## src/rtl/expmul_row_sched.sv

```systemverilog
// expmul_row_sched
// ----------------
// Scalar sequencer for the expmul datapath of the online-softmax loop. It
// takes one attention score per key of the current query row. It keeps the
// running row maximum and issues the triple (m, m_prev, s) to expmul, tagged
// with first/last key flags. At row end it reports the final row maximum.
//
// Handshake contract (both sides): a transfer happens on a rising clock edge
// where valid and ready are both 1. Valid must not depend on ready. Once valid
// is raised, the payload holds until the transfer.
//
// Ports
//   clk, rst        clock, synchronous active-high reset
//   num_keys_in     keys in the row, sampled on the accept of a row's first
//                   score (0 is treated as 1)
//   score_vld_in    upstream score valid
//   score_rdy_out   upstream score ready
//   s_in            score, signed Q4.4
//   issue_vld_out   triple valid to expmul
//   issue_rdy_in    expmul ready
//   m_out           new running max
//   m_prev_out      previous running max
//   s_out           registered score
//   first_out       issued key is the first of its row
//   last_out        issued key is the last of its row
//   row_done_out    one-cycle pulse after the last key's issue transfer
//   m_final_out     final row max, held until the next row_done_out
//   busy_out        a row is in progress
//   uflow_out       (only with EXPMUL_SCHED_UFLOW_EN) m_out - s_out > 8.0,
//                   so the V weight underflows and accumulation may be skipped
//
// Build option: define EXPMUL_SCHED_UFLOW_EN to add uflow_out.
module expmul_row_sched #(
    parameter int SCORE_W    = 9,
    parameter int NUM_KEYS_W = 8
) (
    input  logic                  clk,
    input  logic                  rst,
    input  logic [NUM_KEYS_W-1:0] num_keys_in,
    input  logic                  score_vld_in,
    output logic                  score_rdy_out,
    input  logic [SCORE_W-1:0]    s_in,
    output logic                  issue_vld_out,
    input  logic                  issue_rdy_in,
    output logic [SCORE_W-1:0]    m_out,
    output logic [SCORE_W-1:0]    m_prev_out,
    output logic [SCORE_W-1:0]    s_out,
    output logic                  first_out,
    output logic                  last_out,
    output logic                  row_done_out,
    output logic [SCORE_W-1:0]    m_final_out,
    output logic                  busy_out
`ifdef EXPMUL_SCHED_UFLOW_EN
    ,
    output logic                  uflow_out
`endif
);

    logic [SCORE_W-1:0]    m_run;
    logic [NUM_KEYS_W-1:0] key_cnt;
    logic [NUM_KEYS_W-1:0] keys_lat;
    logic                  row_open;

    logic                  accept;
    logic                  handshake;
    logic [NUM_KEYS_W-1:0] lat_first;
    logic [NUM_KEYS_W-1:0] lat_eff;
    logic [NUM_KEYS_W-1:0] cnt_next;
    logic [SCORE_W-1:0]    m_next;
    logic [SCORE_W-1:0]    m_prev_next;
    logic                  last_next;

    // Single output stage: a new score can enter whenever the stage is empty
    // or is being drained in the same cycle.
    assign score_rdy_out = !issue_vld_out || issue_rdy_in;
    assign accept        = score_vld_in && score_rdy_out;
    assign handshake     = issue_vld_out && issue_rdy_in;

    always_comb begin
        lat_first   = (num_keys_in == '0) ? NUM_KEYS_W'(1) : num_keys_in;
        lat_eff     = lat_first;
        cnt_next    = NUM_KEYS_W'(1);
        m_next      = s_in;
        m_prev_next = s_in;
        if (row_open) begin
            lat_eff     = keys_lat;
            cnt_next    = key_cnt + NUM_KEYS_W'(1);
            m_prev_next = m_run;
            m_next      = ($signed(s_in) > $signed(m_run)) ? s_in : m_run;
        end
        last_next = (cnt_next == lat_eff);
    end

`ifdef EXPMUL_SCHED_UFLOW_EN
    // One extra bit keeps the difference of two extreme scores from wrapping.
    localparam logic signed [SCORE_W:0] UFLOW_TH = (SCORE_W+1)'(128);
    logic signed [SCORE_W:0] diff;
    logic                    uflow_next;

    always_comb begin
        diff       = $signed({m_next[SCORE_W-1], m_next}) - $signed({s_in[SCORE_W-1], s_in});
        uflow_next = (diff > UFLOW_TH);
    end

    always_ff @(posedge clk) begin
        if (rst) begin
            uflow_out <= 1'b0;
        end else if (accept) begin
            uflow_out <= uflow_next;
        end
    end
`endif

    always_ff @(posedge clk) begin
        if (rst) begin
            m_run         <= '0;
            key_cnt       <= '0;
            keys_lat      <= '0;
            row_open      <= 1'b0;
            issue_vld_out <= 1'b0;
            m_out         <= '0;
            m_prev_out    <= '0;
            s_out         <= '0;
            first_out     <= 1'b0;
            last_out      <= 1'b0;
            row_done_out  <= 1'b0;
            m_final_out   <= '0;
            busy_out      <= 1'b0;
        end else begin
            row_done_out <= handshake && last_out;
            if (handshake && last_out) begin
                m_final_out <= m_out;
                busy_out    <= 1'b0;
            end
            if (accept) begin
                if (!row_open) begin
                    keys_lat <= lat_first;
                end
                key_cnt       <= cnt_next;
                row_open      <= !last_next;
                m_run         <= m_next;
                m_out         <= m_next;
                m_prev_out    <= m_prev_next;
                s_out         <= s_in;
                first_out     <= !row_open;
                last_out      <= last_next;
                issue_vld_out <= 1'b1;
                // A new key keeps the block busy even if the previous row's
                // last key drains in this same cycle.
                busy_out      <= 1'b1;
            end else if (handshake) begin
                issue_vld_out <= 1'b0;
            end
        end
    end

endmodule
```

## config.mk

```make
export PLATFORM = sky130hd
export DESIGN_NAME = expmul_row_sched
export DESIGN_NICKNAME = d
export VERILOG_FILES = /design/src/rtl/expmul_row_sched.sv
export SDC_FILE = /design/constraint.sdc
export NUM_CORES = 1
export LEC_CHECK = 0
export BUFFER_PORTS_ARGS = -buffer_cell sky130_fd_sc_hd__buf_2
export CAP_MARGIN = 30
export CORE_ASPECT_RATIO = 0.5
export CORE_UTILIZATION = 40
export DETAILED_ROUTE_END_ITERATION = 10
export PLACE_DENSITY = 0.75
export SETUP_SLACK_MARGIN = 0.05
export SYNTH_ARGS = -nofsm -noshare
export SYNTH_HDL_FRONTEND = slang
export SYNTH_SLANG_ARGS = --single-unit
```

## constraint.sdc

```tcl
create_clock -name clk -period 2.2 [get_ports clk]
set_clock_uncertainty 0.15 [all_clocks]
set_input_delay 0 -clock clk [delete_from_list [all_inputs] [get_ports clk]]
set_output_delay 0 -clock clk [all_outputs]
set_load 0.05 [all_outputs]
```

==> run summary, run 1 <==
Status: finished, violations left
Failing checks: negative hold slack
Die footprint: 0.00715 mm^2
H-tree depth: 3
Clk_lat worst skew: 320 ps
TritonRoute pass-1 iters: 4
Via Count: 2605
Post-synth EDFFs: 0
Post-synth top cells: nand2_1, dfxtp_1, a21oi_1
Initial antenna violation count: 0
Fin util: 61.1%
CP max stage delay: 550 ps
Cell area power density: 839 mW/mm^2
RSZ-0062 raised after global routing: yes
Area growth from synthesis to final layout: 41.6%
Clk slew on worst S/H paths: 50 ps
Die width: 119 um
Number of global-route vias before repair: 2419
Top cell type's share of synthesized area: 42.7%
CP max FO: 6
Fmax: 469 MHz
WL per Instance: 14.2 um
Ys flop type: dfxtp_1
Syn_area_per_cell: 8.19 um^2
Final Setup Violations: 0
Critical path origin: key_cnt[0]$_SDFFE_PP0P_
Final hold vios: 1
Arr. time, crit path: 2190 ps
Vias per cell: 5.09
Layout cells sized above 1: 28.5%
Post-synth net total: 363
Final hold slack: -24.9 ps
Ant. Diodes: 0
YS warnings: 0
Setup Crit Path Kind: reg2reg
Clock Path Buffers: 2
Worst path bufs/invs: 1
Mapped Cells: 332
Peak supply drop: 0.362 mV
Critical R2R Launch: key_cnt[0]$_SDFFE_PP0P_
Count of input and output buffers: 62
Starting Density: 43.1%
Worst setup path end: row_open$_SDFFE_PP0P_
Yosys top cell by area: dfxtp_1
Distinct cells, synth: 43
Die Ht: 60.3 um
Worst Tran Pin Value: 525 ps
Reg2reg setup slack: 70 ps
Post-synthesis sequential area ratio: 42.7%
Pwr Total: 3.23 mW
CP Capture Type: register
GP Congestion: 0.809
Nets: 450
Crit path depth: 7
Worst hold path startpoint: num_keys_in[7]
CTS root buf: clkbuf_16
Synth Cell Area: 0.00272 mm^2
Async set or reset register ratio after synthesis: 0%
DP Wirelength: 4.55 mm
Worst Setup Start Kind: register
WP data required: 2260 ps
Setup TNS: 0 ps
Slowest library cell on the worst path: or4_4
Grt ovf: 0
Clk sinks: 58
Post-route ant nets: 0
Core area: 0.00631 mm^2
Most common cell in the netlist: nand2_1
Hold/Removal Path Class: in2reg
Total CTS buffers: 9
R2r endpoint: row_open$_SDFFE_PP0P_
Leakage: 1.64 nW
Slew HR: 64.8%
Post-layout min period: 2130 ps
Max-cap violation count: 0
CTS tree: yes
Largest net degree at the start of global routing: 31
Area contributors post-synth: dfxtp_1, nand2_1, mux2i_1
Final Slew Violations: 0
Final cycle utilization of the critical path: 97.0%
I/O pin cnt: 63
Drt drc: 0
#FFs+latches synth: 58
Routed WL: 7.27 mm
CP delay by family, top: simple AND/OR/NAND/NOR gates
1st-iter DRT viols: 103
# rows: 20
First-pass GRT wire length: 11.4 mm
CP Cell Sequence: buf_6 > nand3_4 > xnor2_2 > a31oi_1 > or3_1 > or4_4 > o211a_1
Reg2reg path depth: 7
GRT Util Overall: 20.7%
[layer usage]
layer	global-route usage [%]	share of wire, %
met3	5.73	3.7
met5	0	0
met4	6.33	0.94
met1	24.0	45
met2	38.3	50
[sequential cells by signal, indices dropped and copies added (netlist names), 8 cells and up]
signal / cells
m_final_out: 9
s_out: 9
key_cnt: 8
keys_lat: 8
m_run: 9
m_prev_out: 9
[worst reg2reg max path, delay by kind of cell, from the launching register on]
family                 cells  cell delay, ps
AND/OR/NAND/NOR            3             980
flip-flops                 1             360
buffers and inverters      1             120
XOR/XNOR                   1             170
AO/OA/AOI/OAI              2             240
[repair_timing]
item / CTS / global route
resized for setup: 4 / 19
endpoints found under the hold margin: 48 / 0
hold buffers: 20 / 0
gates cloned: 0 / 1
pin swaps: 1 / 9
buffers inserted: 0 / 5
setup endpoints to repair: 1 / 11
[power breakdown]
group / total, mW / leakage (nW) / internal (mW) / switching (mW)
Clock: 1.54 / 0.165 / 1.08 / 0.463
Sequential: 1.15 / 0.481 / 1.11 / 0.0468
Combinational: 0.535 / 0.995 / 0.191 / 0.344
Total: 3.23 / 1.64 / 2.38 / 0.854
[worst min path at each step]
| stage | end | slack, ps | depth (start not counted) |
|---|---|---|---|
| 5_1_grt | keys_lat[7]$_SDFFE_PP0P_ | 6 | 3 |
| 2_1_floorplan | issue_vld_out$_SDFFE_PP0P_ | -30 | 2 |
| 6_report | keys_lat[7]$_SDFFE_PP0P_ | -20 | 3 |
| 3_5_place_dp | issue_vld_out$_SDFFE_PP0P_ | 100 | 3 |
| 4_1_cts | keys_lat[0]$_SDFFE_PP0P_ | 40 | 6 |
| 3_3_place_gp | issue_vld_out$_SDFFE_PP0P_ | 100 | 3 |
[per-stage QoR]
step	instance area, um^2	setup slack, ps	instances
finish	3850	65.7	512
global route	3850	24.4	512
CTS	3720	65.5	508
detailed placement	3160	41.8	472
global placement	3160	95.6	472
floorplan	2740	63.4	332
[layout make-up]
cell class              count  area (um^2)
clock inverters             4         72.6
clock buffers              12          267
well taps                  88          110
repair buffers             94          612
fillers                   510         2460
inverters                  12         45.0
multi-input cells         244         1560
flip-flops and latches     58         1190
[cell families (layout without fill, tap and decap cells)]
logic type	Yosys count	count (layout)	share of synthesized area, %
flip-flops	58	58	42.7
adder cells (fa/ha/maj)	10	10	4.60
multiplexers	21	21	7.73
buffers and inverters	31	122	4.46
AND/OR/NAND/NOR	136	137	22.7
AO/OA/AOI/OAI	64	64	13.9
XOR/XNOR	12	12	3.87
[cell usage in the layout (no fill, tap or decap), drive strengths merged, types with 3 or more instances in the layout]
| cell | count |
|---|---|
| a211oi | 10 |
| a21oi | 34 |
| and2 | 3 |
| and3 | 5 |
| buf | 74 |
| clkbuf | 12 |
| dfxtp | 58 |
| dlygate4sd3 | 19 |
| ha | 10 |
| inv | 11 |
| mux2i | 21 |
| nand2 | 83 |
| nand2b | 3 |
| nand3 | 6 |
| nor2 | 19 |
| nor2b | 3 |
| nor3 | 7 |
| o21ai | 10 |
| xnor2 | 8 |
| xor2 | 4 |
(Power assumes the default switching activity.)
==> run 2, diff against run 1 <==
--- a/config.mk
+++ b/config.mk
@@ -8,9 +8,9 @@
 export BUFFER_PORTS_ARGS = -buffer_cell sky130_fd_sc_hd__buf_2
 export CAP_MARGIN = 30
 export CORE_ASPECT_RATIO = 0.5
-export CORE_UTILIZATION = 40
+export CORE_UTILIZATION = 48
 export DETAILED_ROUTE_END_ITERATION = 10
-export PLACE_DENSITY = 0.75
+export PLACE_DENSITY = 0.85
 export SETUP_SLACK_MARGIN = 0.05
 export SYNTH_ARGS = -nofsm -noshare
 export SYNTH_HDL_FRONTEND = slang
==> run summary, run 2 (same netlist as run 1, synthesis figures left out) <==
Vias per cell: 5.64 (+11%)
H-tree depth: 3 (unchanged)
DP Wirelength: 4.36 mm (-4.1%)
Fin util: 74.2% (+13 points)
Via Count: 2774 (+6.5%)
Die width: 108 um (-8.6%)
RSZ-0062 raised after global routing: yes
Total CTS buffers: 9 (unchanged)
Max-cap violation count: 0 (unchanged)
GRT Util Overall: 26.5% (+5.8 points)
CTS tree: yes
Reg2reg path depth: 7 (unchanged)
Reg2reg setup slack: 30 ps (-30 ps)
Critical path origin: key_cnt[0]$_SDFFE_PP0P_
Ant. Diodes: 0 (unchanged)
Routed WL: 8.28 mm (+14%)
Clk sinks: 58 (unchanged)
Layout cells sized above 1: 27.7% (-0.81 points)
Clk_lat worst skew: 330 ps (about the same)
TritonRoute pass-1 iters: 5 (+1)
Peak supply drop: 0.438 mV (+21%)
Worst Tran Pin Value: 563 ps (+38.0 ps)
1st-iter DRT viols: 208 (+100%)
Critical R2R Launch: key_cnt[0]$_SDFFE_PP0P_
WL per Instance: 16.8 um (+18%)
Post-Place Worst Slack: 35.7 ps (-6.11 ps)
Final hold vios: 0 (-1)
Worst hold path startpoint: num_keys_in[5]
Worst path bufs/invs: 1 (unchanged)
Die Ht: 55.2 um (-8.4%)
Nets: 448 (-0.44%)
GP Congestion: 0.827 (+2.2%)
Fmax: 461 MHz (-1.5%)
Slew HR: 62.2% (-2.5 points)
R2r endpoint: row_open$_SDFFE_PP0P_
Drt drc: 0 (unchanged)
Worst Setup Start Kind: register
Starting Density: 52.5% (+9.4 points)
Grt ovf: 0 (unchanged)
Initial antenna violation count: 0 (unchanged)
Largest net degree at the start of global routing: 49 (+58%)
CP delay by family, top: simple AND/OR/NAND/NOR gates
Commonest cells after routing, fill and taps aside: nand2_1, buf_2, dfxtp_1, a21oi_1, mux2i_1
Most common cell after layout, fill and taps aside: nand2_1
Slowest library cell on the worst path: or4_4
Number of global-route vias before repair: 2678 (+11%)
Clk slew on worst S/H paths: 50 ps (about the same)
Arr. time, crit path: 2230 ps (+40 ps)
Area growth from synthesis to final layout: 41.3%
Status: complete, no violations
First-pass GRT wire length: 12.3 mm (+7.7%)
Final Setup Violations: 0 (unchanged)
Post-layout min period: 2170 ps (+33.5 ps)
Post-route ant nets: 0 (unchanged)
Clock Path Buffers: 2 (unchanged)
Cell area power density: 892 mW/mm^2 (+6.3%)
Hold/Removal Path Class: in2reg
Core area: 0.00518 mm^2 (-18%)
# rows: 18 (-10%)
CP max FO: 5 (-1)
Final Slew Violations: 0 (unchanged)
CP Capture Type: register
Hold Crit Depth: 4 (+1)
CTS root buf: clkbuf_16
I/O pin cnt: 63 (unchanged)
Hold EP: keys_lat[5]$_SDFFE_PP0P_
WP data required: 2260 ps (about the same)
Final cycle utilization of the critical path: 98.5% (+1.5 points)
CP max stage delay: 530 ps (-20 ps)
CP Cell Sequence: buf_6 > nand3_4 > xnor2_2 > a31oi_1 > or3_1 > or4_4 > o211a_1
Setup Crit Path Kind: reg2reg
Die footprint: 0.00599 mm^2 (-16%)
Min setup slack post-route: 32.1 ps (-33.5 ps)
Leakage: 1.68 nW (+2.4%)
Count of input and output buffers: 62 (unchanged)
run 2: cell count changes in the layout (fill, tap and decap cells not counted), moves of 3 or more:
cell           delta
dfxtp_2           +3
dlygate4sd3_1     -3
dfxtp_4           -3
buf_6             +4
buf_4             -3
run 2: per-stage QoR:
stage / total power [mW] / instance area [um^2] / hold WS (ps) / std cells / setup TNS, ps
floorplan: 1.51 / 2740 / -28.1 / 332 / 0
global route: 3.53 / 3840 / 68.8 / 492 / -43.5
CTS: 3.38 / 3710 / 96.0 / 489 / 0
global placement: 1.63 / 3130 / 98.2 / 454 / 0
finish: 3.43 / 3840 / 49.5 / 492 / 0
detailed placement: 1.63 / 3130 / 107 / 454 / 0
run 2: cell type report:
type,count,area [um^2]
multi-input combinational,243,1520
fill,335,1340
sequential,58,1180
timing repair buffer,93,639
clock buffer,11,243
clock inverter,5,125
tap,70,87.6
inverter,12,45.0
run 2: how the worst max path moves through the flow:
stage / to / depth (start not counted)
5_1_grt: row_open$_SDFFE_PP0P_ / 6
6_report: row_open$_SDFFE_PP0P_ / 7
3_5_place_dp: row_open$_SDFFE_PP0P_ / 7
4_1_cts: row_open$_SDFFE_PP0P_ / 7
3_3_place_gp: row_open$_SDFFE_PP0P_ / 7
2_1_floorplan: row_open$_SDFFE_PP0P_ / 7
run 2: power by group:
group / internal, mW / total (mW) / switching (mW)
registers: 1.11 / 1.16 / 0.0505
logic: 0.190 / 0.541 / 0.351
clock network: 1.25 / 1.73 / 0.477
run 2: timing repair:
item / in CTS / in global routing
pin swaps: 0 / 8
endpoints found under the hold margin: 36 / 0
gates cloned: 0 / 0
gates resized for setup: 4 / 25
hold buffers: 19 / 0
endpoints found under the setup margin: 3 / 11
setup buffers: 0 / 3
run 2: metal layers:
layer,vias to the layer above,wire length [um],track usage [%]
met5,-,0,0
li1,1303,-,-
met2,129,4200,45.2
met4,0,291,12.0
met3,32,581,9.33
met1,1310,3200,29.7
run 2: worst register-to-register path, delay by kind of cell, from the launching register on:
family / cells / cell delay, ps
AOI/OAI and AO/OA: 2 / 250
xor gates and xnor gates: 1 / 180
buffers and inverters: 1 / 120
DFF: 1 / 370
and+or+nand+nor: 3 / 970
